`src/rtl/seg7_scan_bcd_pkg.sv`:
```
`default_nettype none
// ============================================================================
// Module      : seg7_pkg
// Description : Shared types, glyph constants and helpers for the scanned
//               7-segment BCD display path.
// Revision    : 1.0 - initial release
// ============================================================================
package seg7_pkg;

    localparam logic [6:0] SEG_BLANK = 7'h7F;
    localparam logic [6:0] SEG_DASH  = 7'b0111111;

    typedef logic [3:0] bcd_t;

    typedef enum logic [1:0] {
        IDLE   = 2'd0,
        SHIFT  = 2'd1,
        COMMIT = 2'd2
    } conv_state_t;

    // Basys3 active-low glyphs, bit order {g,f,e,d,c,b,a}
    function automatic logic [6:0] seg7_enc(input bcd_t code);
        case (code)
            4'd0:    return 7'b1000000;
            4'd1:    return 7'b1111001;
            4'd2:    return 7'b0100100;
            4'd3:    return 7'b0110000;
            4'd4:    return 7'b0011001;
            4'd5:    return 7'b0010010;
            4'd6:    return 7'b0000010;
            4'd7:    return 7'b1111000;
            4'd8:    return 7'b0000000;
            4'd9:    return 7'b0010000;
            default: return SEG_BLANK;
        endcase
    endfunction

    function automatic logic [63:0] pow10(input int n);
        logic [63:0] r;
        r = 64'd1;
        for (int i = 0; i < n; i++) begin
            r = r * 64'd10;
        end
        return r;
    endfunction

endpackage
`default_nettype wire

```
`src/rtl/bin2bcd_seq.sv`:
```
`default_nettype none
// ============================================================================
// Module      : bin2bcd_seq
// Description : Sequential shift-add-3 binary to BCD converter, one bit per
//               cycle, with a single-cycle done pulse and overflow flag.
// Revision    : 1.0 - initial release
// ============================================================================
module bin2bcd_seq
    import seg7_pkg::*;
#(
    parameter int VAL_W = 14,
    parameter int NDIG  = 4
) (
    input  logic                clk,
    input  logic                rst,
    input  logic                start,
    input  logic [VAL_W-1:0]    bin,
    output logic                busy,
    output logic                done,
    output logic [4*NDIG-1:0]   bcd,
    output logic                ovf
);

    localparam int          c_BCD_W = 4 * (NDIG + 1);
    localparam int          c_CNT_W = $clog2(VAL_W + 1);
    localparam logic [63:0] c_MAX   = pow10(NDIG) - 64'd1;

    conv_state_t          r_state;
    logic [VAL_W-1:0]     r_bin;
    logic [c_BCD_W-1:0]   r_bcd;
    logic [c_CNT_W-1:0]   r_cnt;
    logic                 r_ovf;
    logic [c_BCD_W-1:0]   w_adj;

    for (genvar i = 0; i < NDIG + 1; i++) begin : g_adj
        assign w_adj[4*i +: 4] = (r_bcd[4*i +: 4] >= 4'd5) ? r_bcd[4*i +: 4] + 4'd3
                                                           : r_bcd[4*i +: 4];
    end

    always_ff @(posedge clk) begin
        if (rst) begin
            r_state <= IDLE;
            r_bin   <= '0;
            r_bcd   <= '0;
            r_cnt   <= '0;
            r_ovf   <= 1'b0;
        end else begin
            case (r_state)
                IDLE: begin
                    if (start) begin
                        r_bin   <= bin;
                        r_bcd   <= '0;
                        r_cnt   <= '0;
                        // Overflow is judged on the binary value so the nibble
                        // count never has to cover the full input range.
                        r_ovf   <= (64'(bin) > c_MAX);
                        r_state <= SHIFT;
                    end
                end
                SHIFT: begin
                    r_bcd <= {w_adj[c_BCD_W-2:0], r_bin[VAL_W-1]};
                    r_bin <= r_bin << 1;
                    r_cnt <= r_cnt + c_CNT_W'(1);
                    if (r_cnt == c_CNT_W'(VAL_W - 1)) begin
                        r_state <= COMMIT;
                    end
                end
                COMMIT: begin
                    r_state <= IDLE;
                end
                default: begin
                    r_state <= IDLE;
                end
            endcase
        end
    end

    assign busy = (r_state != IDLE);
    assign done = (r_state == COMMIT);
    assign bcd  = r_bcd[4*NDIG-1:0];
    assign ovf  = r_ovf;

endmodule
`default_nettype wire

```
`src/rtl/seg7_scan_bcd.sv`:
```
`default_nettype none
// ============================================================================
// Module      : seg7_scan_bcd
// Description : N-digit multiplexed common-anode 7-segment driver with
//               sequential BCD conversion, blanking, overflow and PWM dimming.
// Revision    : 1.0 - initial release
// ============================================================================
module seg7_scan_bcd
    import seg7_pkg::*;
#(
    parameter int NDIG     = 4,
    parameter int VAL_W    = 14,
    parameter int SCAN_DIV = 16384
) (
    input  logic              clk,
    input  logic              rst,
    input  logic              load,
    input  logic [VAL_W-1:0]  value,
    input  logic [NDIG-1:0]   dp_mask,
    input  logic              blank_lz,
    input  logic [2:0]        bright,
    output logic              busy,
    output logic [6:0]        seg,
    output logic              dp,
    output logic [NDIG-1:0]   an
);

    localparam int c_IDX_W = $clog2(NDIG);
    localparam int c_PRE_W = $clog2(SCAN_DIV);

    logic                 w_busy;
    logic                 w_done;
    logic [4*NDIG-1:0]    w_bcd;
    logic                 w_ovf;

    logic [4*NDIG-1:0]    r_dig;
    logic                 r_ovf;
    logic [c_PRE_W-1:0]   r_pre;
    logic [c_IDX_W-1:0]   r_idx;
    logic [2:0]           r_pwm;
    logic [6:0]           r_seg;
    logic                 r_dp;
    logic [NDIG-1:0]      r_an;

    logic [NDIG-1:0]      w_blank;
    bcd_t                 w_sel_code;
    logic                 w_sel_blank;
    logic                 w_sel_dp;
    logic [6:0]           w_seg_pat;
    logic                 w_lit;
    logic [NDIG-1:0]      w_an_sel;

    bin2bcd_seq #(
        .VAL_W (VAL_W),
        .NDIG  (NDIG)
    ) u_conv (
        .clk   (clk),
        .rst   (rst),
        .start (load),
        .bin   (value),
        .busy  (w_busy),
        .done  (w_done),
        .bcd   (w_bcd),
        .ovf   (w_ovf)
    );

    // Display registers only change on the converter's done pulse.
    always_ff @(posedge clk) begin
        if (rst) begin
            r_dig <= '0;
            r_ovf <= 1'b0;
        end else if (w_done) begin
            r_dig <= w_bcd;
            r_ovf <= w_ovf;
        end
    end

    always_ff @(posedge clk) begin
        if (rst) begin
            r_pre <= '0;
            r_idx <= '0;
            r_pwm <= '0;
        end else begin
            r_pwm <= r_pwm + 3'd1;
            if (r_pre == c_PRE_W'(SCAN_DIV - 1)) begin
                r_pre <= '0;
                r_idx <= (r_idx == c_IDX_W'(NDIG - 1)) ? '0 : r_idx + c_IDX_W'(1);
            end else begin
                r_pre <= r_pre + c_PRE_W'(1);
            end
        end
    end

    // A digit is blank when it and everything above it is zero; digit 0 never is.
    assign w_blank[0] = 1'b0;
    for (genvar i = 1; i < NDIG; i++) begin : g_blank
        assign w_blank[i] = blank_lz && (r_dig[4*NDIG-1:4*i] == '0);
    end

    always_comb begin
        w_sel_code  = '0;
        w_sel_blank = 1'b0;
        w_sel_dp    = 1'b0;
        for (int i = 0; i < NDIG; i++) begin
            if (r_idx == c_IDX_W'(i)) begin
                w_sel_code  = r_dig[4*i +: 4];
                w_sel_blank = w_blank[i];
                w_sel_dp    = dp_mask[i];
            end
        end
    end

    assign w_seg_pat = r_ovf       ? SEG_DASH  :
                       w_sel_blank ? SEG_BLANK : seg7_enc(w_sel_code);
    assign w_lit     = (bright == 3'd7) || (r_pwm < bright);
    assign w_an_sel  = ~({{(NDIG-1){1'b0}}, 1'b1} << r_idx);

    always_ff @(posedge clk) begin
        if (rst) begin
            r_seg <= SEG_BLANK;
            r_dp  <= 1'b1;
            r_an  <= '1;
        end else if (w_lit) begin
            r_seg <= w_seg_pat;
            r_dp  <= ~w_sel_dp;
            r_an  <= w_an_sel;
        end else begin
            r_seg <= SEG_BLANK;
            r_dp  <= 1'b1;
            r_an  <= '1;
        end
    end

    assign busy = w_busy;
    assign seg  = r_seg;
    assign dp   = r_dp;
    assign an   = r_an;

endmodule
`default_nettype wire

```
`config.mk`:
```
export PLATFORM = sky130hd
export DESIGN_NAME = seg7_scan_bcd
export DESIGN_NICKNAME = d
export VERILOG_FILES = /design/src/rtl/seg7_scan_bcd_pkg.sv /design/src/rtl/bin2bcd_seq.sv /design/src/rtl/seg7_scan_bcd.sv
export SDC_FILE = /design/constraint.sdc
export NUM_CORES = 1
export LEC_CHECK = 0
export CORE_MARGIN = 10
export CORE_UTILIZATION = 60
export DETAILED_ROUTE_END_ITERATION = 12
export GPL_TIMING_DRIVEN = 0
export PLACE_DENSITY = 0.92
export SYNTH_ARGS = -nofsm -noshare
export SYNTH_HDL_FRONTEND = slang
export SYNTH_HIERARCHICAL = 1
export SYNTH_SLANG_ARGS = --single-unit
```
`constraint.sdc`:
```
create_clock -name clk -period 6.45 [get_ports clk]
set_clock_uncertainty 0.15 [all_clocks]
set_input_delay 1.29 -clock clk [delete_from_list [all_inputs] [get_ports clk]]
set_output_delay 1.29 -clock clk [all_outputs]
set_load 0.02 [all_outputs]
```
# Word level (Yosys, flattened, before mapping)

Memory sizes are Yosys's and may differ from the RTL's.
Index checks and enable logic that the tools add are counted.

Bits in registers: 89
Memory bits (read-only): 112
Output and inout bits: 13
Memories: 1

Memories:

| name            | words | width | rd ports | clocked after Yosys merged registers in | wr ports | RTL line                | text |
|---|---|---|---|---|---|---|---|
| (no name shown) | 16    | 7     | 1        | 0                                       | 0        | seg7_scan_bcd_pkg.sv:23 | `case (code)` |

Add/sub/neg operators: 9
$lt $le $gt $ge: 7
Equal/unequal tests: 10
Shift-type cells: 1
Multiplexer cells: 28
Bitwise gates (word level): 3
Reductions and logical operators: 17

Operators with widths:

| kind                                                              | number |
|---|---|
| case mux 20 bit (2 select lines)                                  | 1 |
| 2-to-1 mux 4 bit                                                  | 9 |
| case mux 14 bit (2 select lines)                                  | 1 |
| greater-or-equal comparator 4 x 3 -> 1 bit, second input constant | 5 |
| 2-to-1 mux 20 bit                                                 | 1 |
| adder 4 x 2 -> 4 bit, second input constant                       | 4 |
| adder 14 x 1 -> 14 bit, second input constant                     | 1 |
| == test 14 bit, second input constant                             | 1 |
| greater-than comparator 14 bit, second input constant             | 1 |
| 2-to-1 mux 14 bit                                                 | 1 |
| 2-to-1 mux 7 bit                                                  | 2 |
| zero test 12 bit                                                  | 1 |
| zero test 8 bit                                                   | 1 |
| case mux 4 bit (2 select lines)                                   | 1 |
| 2-to-1 mux 1 bit                                                  | 7 |
| == test 2 bit, second input constant                              | 3 |
| 2-to-1 mux 2 bit                                                  | 3 |
| AND reduction 2 bit                                               | 3 |
| adder 4 x 1 -> 4 bit, second input constant                       | 1 |
| == test 2 x 1 -> 1 bit, second input constant                     | 2 |
| == test 4 bit, second input constant                              | 1 |
| zero test 2 bit                                                   | 2 |
| zero test 4 bit                                                   | 1 |
| NOT 4 bit                                                         | 1 |
| 16 further kinds                                                  | 21 |

# Depth between registers and ports, before layout

An unclocked memory read counts as a cell.

Depth in word-level cells: 8
Mapped depth: 11
Mapped depth without buffers: 10

# Cells and area by module

Netlist, hierarchy kept.

By module, submodules not included:

| module        | instances | cells each | area an instance (µm²) | sequential area each (µm²) |
|---|---|---|---|---|
| seg7_scan_bcd | 1         | 238        | 2224.6                 | 960.9 |
| bin2bcd_seq   | 1         | 215        | 1821.7                 | 740.7 |

# Worst setup path before layout

Ideal clock, no wire load.

Path type: input port to flip-flop
Start: input bright[1]
End: register r_seg[5], in the netlist seg[5]
Setup time: 141 ps
Arrival: 2424 ps
Required time: 6159 ps
Path slack: 3735 ps
Stages: 6
Buffers on the path: 0
Cells stage by stage: inv_1 ha_1 a21o_1 a21o_1 a2111oi_4 o211ai_1

Cells in the longest elaborated chain, start to end: 4

RTL lines:

| what                                                | RTL line             | text |
|---|---|---|
| from (decl)                                         | seg7_scan_bcd.sv:21  | `input logic [2:0] bright,` |
| < comparator 3 bit or == test 3 bit (tied branches) | seg7_scan_bcd.sv:115 | `assign w_lit = (bright == 3'd7) \|\| (r_pwm < bright);` |
| logical OR 1 bit *                                  | seg7_scan_bcd.sv:115 |  |
| NOT 1 bit (no source line) *                        | -                    |  |
| OR reduction 4 bit (no source line) *               | -                    |  |
| to (signal assigned)                                | seg7_scan_bcd.sv:124 | `r_seg <= w_seg_pat;` |
| to (decl)                                           | seg7_scan_bcd.sv:41  | `logic [6:0] r_seg;` |

Every way passes the cells marked *; elsewhere a longest branch is shown, timed or not.
A chain may end at the register's enable or synchronous reset.

# Worst setup path after layout

Start: register u_conv.r_state[0]
End: output busy

Cells in the longest elaborated chain, start to end: 1

RTL lines:

| what                   | RTL line            | text |
|---|---|---|
| from (decl)            | bin2bcd_seq.sv:28   | `conv_state_t r_state;` |
| from (signal assigned) | bin2bcd_seq.sv:42   | `r_state <= IDLE;` |
| from (signal assigned) | bin2bcd_seq.sv:57   | `r_state <= SHIFT;` |
| from (signal assigned) | bin2bcd_seq.sv:65   | `r_state <= COMMIT;` |
| nonzero test 2 bit     | bin2bcd_seq.sv:78   | `assign busy = (r_state != IDLE);` |
| to (decl)              | seg7_scan_bcd.sv:22 | `output logic busy,` |

Every way passes these cells.

==> results_dict.tcl <==
set metrics [dict create \
    status "finished clean" \
    drc 0 \
    fin_cells 583 \
    overflow 0 \
    clockBufferDepth 2 \
    fmax_mhz 329 \
    cap_violations 0 \
    fin_ws_ns 3.41 \
    holdPathEnd "r_pwm[0]" \
    hold_path_depth 1 \
    netlist_area_mm2 0.00405 \
    cts_tree "built" \
    post-dp-hpwl_mm 6.47 \
    pre_cts_slack_ns 3.05 \
    slew_violations 0 \
    r2r_cells 6 \
    post_cts_buffers 0 \
    synth_nets 501 \
    cp_max_fo 9 \
    ys_seq_elements 85 \
    slowest_stage "clkdlybuf4s50_1" \
    cp_cell_sequence "buf_4 -> nor2_1 -> inv_1 -> clkdlybuf4s50_1" \
    holdBufCountCts 0 \
    path_class "flip-flop to primary output" \
    wirelength_mm 8.88 \
    syn_to_final_growth_pct 16.9 \
    netlist-cell-type-count 50 \
    synth_area_leader_cell "dfxtp_1" \
    hp-class "flip-flop to flip-flop" \
    die_w_um 102 \
    drtPass1Iterations 4 \
    cts.sinks 85 \
    path_clk_slew_ns 0.09 \
    yosysTopAreaCellShare_pct 42.1 \
    multiInputGateArea_mm2 0.00214 \
    gp_congestion 0.881 \
    core_mm2 0.00646 \
    ys_async_sr_fraction_pct 0 \
    ff2ff_setup_slack_ns 4.00 \
    hold_path.startpoint "r_pwm[0]" \
    drt_iter0_drc 234 \
    fin_crit_sh_pct 47.1 \
    htree_levels 3 \
    mostFrequentLayoutCells "92 x nor2_1, 85 x dfxtp_1, 37 x clkdlybuf4s50_1, 24 x inv_1, 24 x a21oi_1" \
    syn_inst 453 \
    peakVddDrop_mv 0.142 \
    die_area_mm2 0.0104 \
    portBuffers 37 \
    crit_path_start_kind "flip-flop" \
    powerDensity_mw_per_mm2 224 \
    grt_usage_pct 17.6 \
    yosys_warnings 6 \
    root_buffer "clkbuf_8" \
    routed_via_density 5.82 \
    synth_area_leaders "dfxtp_1 42%, nor2_1 8.5%, ha_1 7.1%" \
    final_nets 549 \
    cts_made_buffers 9 \
    grt_pass1_wl_mm 15.0 \
    synth_flop_cell "dfxtp_1" \
    syn_avg_cell_area_um2 8.93 \
    hold_violations 0 \
    cts_resized 0 \
    die_y_um 102 \
    utilization_pct 73.2 \
    relSlewSlack_pct 62.3 \
    crit_required_ns 5.01 \
    rows 29 \
    drtAntennaViolNets 0 \
    timing.rr.end "r_dig[14]" \
    start_util_pct 62.7 \
    grt_max_degree 17 \
    antenna_cells 0 \
    final_common_cell "nor2_1" \
    rsz0062_at_grt "no" \
    hold_ws_ns 0.298 \
    wl_per_cell_um 15.2 \
    leakagePower_nw 1.85 \
    seqCellArea_mm2 0.00170 \
    fin_crit_ns 3.04 \
    finalSetupViolations 0 \
    crit_arrival_ns 1.60 \
    worstSetupEndpointType "primary output" \
    placed_cells 567 \
    reg2reg_from "u_conv/r_state[1]" \
    clock_latency_ns 0.37 \
    antenna_found_initial 0 \
    synth_edf_count 0 \
    final_layout_size_suffix_gt1_share_pct 7.91 \
    num_io_pins 38 \
    via_count 3393 \
    tns_ns 0 \
    tightest_slew_ns 0.564 \
    grt_pass1_vias 3390 \
    max_stage_delay_ns 0.54 \
    n_fill_cell 468 \
    seq_area_frac_synth_pct 42.1 \
]
[layout make-up]
type | instances | share of cell area, %
Buffer | 21 | 2.49
Clock inverter | 6 | 1.67
Sequential cell | 85 | 36.0
Timing Repair Buffer | 37 | 7.83
Tap cell | 77 | 2.04
Multi-Input combinational cell | 323 | 45.2
Inverter | 24 | 1.90
Clock buffer | 10 | 2.91
[worst max path at each step]
stage / startpoint / endpoint / slack (ns) / cells after the start
floorplan: bright[1] / seg[5] / 3.74 / 6
global placement: bright[1] / seg[0] / 3.11 / 7
detailed placement: bright[1] / seg[0] / 3.05 / 7
CTS: u_conv/r_state[0] / busy / 3.41 / 4
global route: bright[1] / seg[0] / 3.29 / 7
finish: u_conv/r_state[0] / busy / 3.41 / 4
[logic make-up after synthesis]
group,Yosys count,share of synthesized area [%]
fa+ha+maj,23,7.11
mux,24,5.97
compound gates,77,14.1
buf+inv,45,5.13
flops,85,42.1
simple gates,180,21.5
xor+xnor,19,4.11
[metal layers]
metal	global-route usage (%)	part of all wire, %	up-vias
met3	3.64	4.8	21
li1	-	-	1660
met1	19.5	42	1635
met2	30.6	51	77
met4	10.3	2.7	0
met5	0	0	-
[sequential cells by signal, indices dropped and copies added, names as in the netlist]
name and flops:
dp 1, u_conv/r_cnt 4, r_dig 16, r_ovf 1, r_pre 14, seg 7
u_conv/ovf 1, an 4, u_conv/r_bcd 16, r_pwm 3, u_conv/r_state 2, r_idx 2
u_conv/r_bin 14
[power breakdown]
part           internal, mW  switching, mW
combinational        0.0486         0.0541
clock                 0.198          0.208
sequential            0.543        0.00959
[worst max-delay path: cells and delay by family, from the launching register on]
family | cells | cell delay [ns]
buffers and inverters | 3 | 0.76
DFF | 1 | 0.31
and+or+nand+nor | 1 | 0.16
[Yosys cell counts (9+ instances only)]
master    count
nor4_1       11
nand3_1       9
o21ai_0      11
a21oi_1      24
xnor2_1      10
xor2_1        9
inv_1        24
dfxtp_1      85
buf_2        10
ha_1         23
nor2_1       92
nand2b_1     10
mux2i_1      23
nand2_1      21
[stage by stage]
stage                     area (um2)  total power, mW
final                           4730             1.06
after global routing            4730             1.10
after CTS                       4730             1.07
after detailed placement        4510            0.667
after global placement          4510            0.662
after floorplan                 4050            0.623
Note: power is estimated with default switching activity, not from simulation.
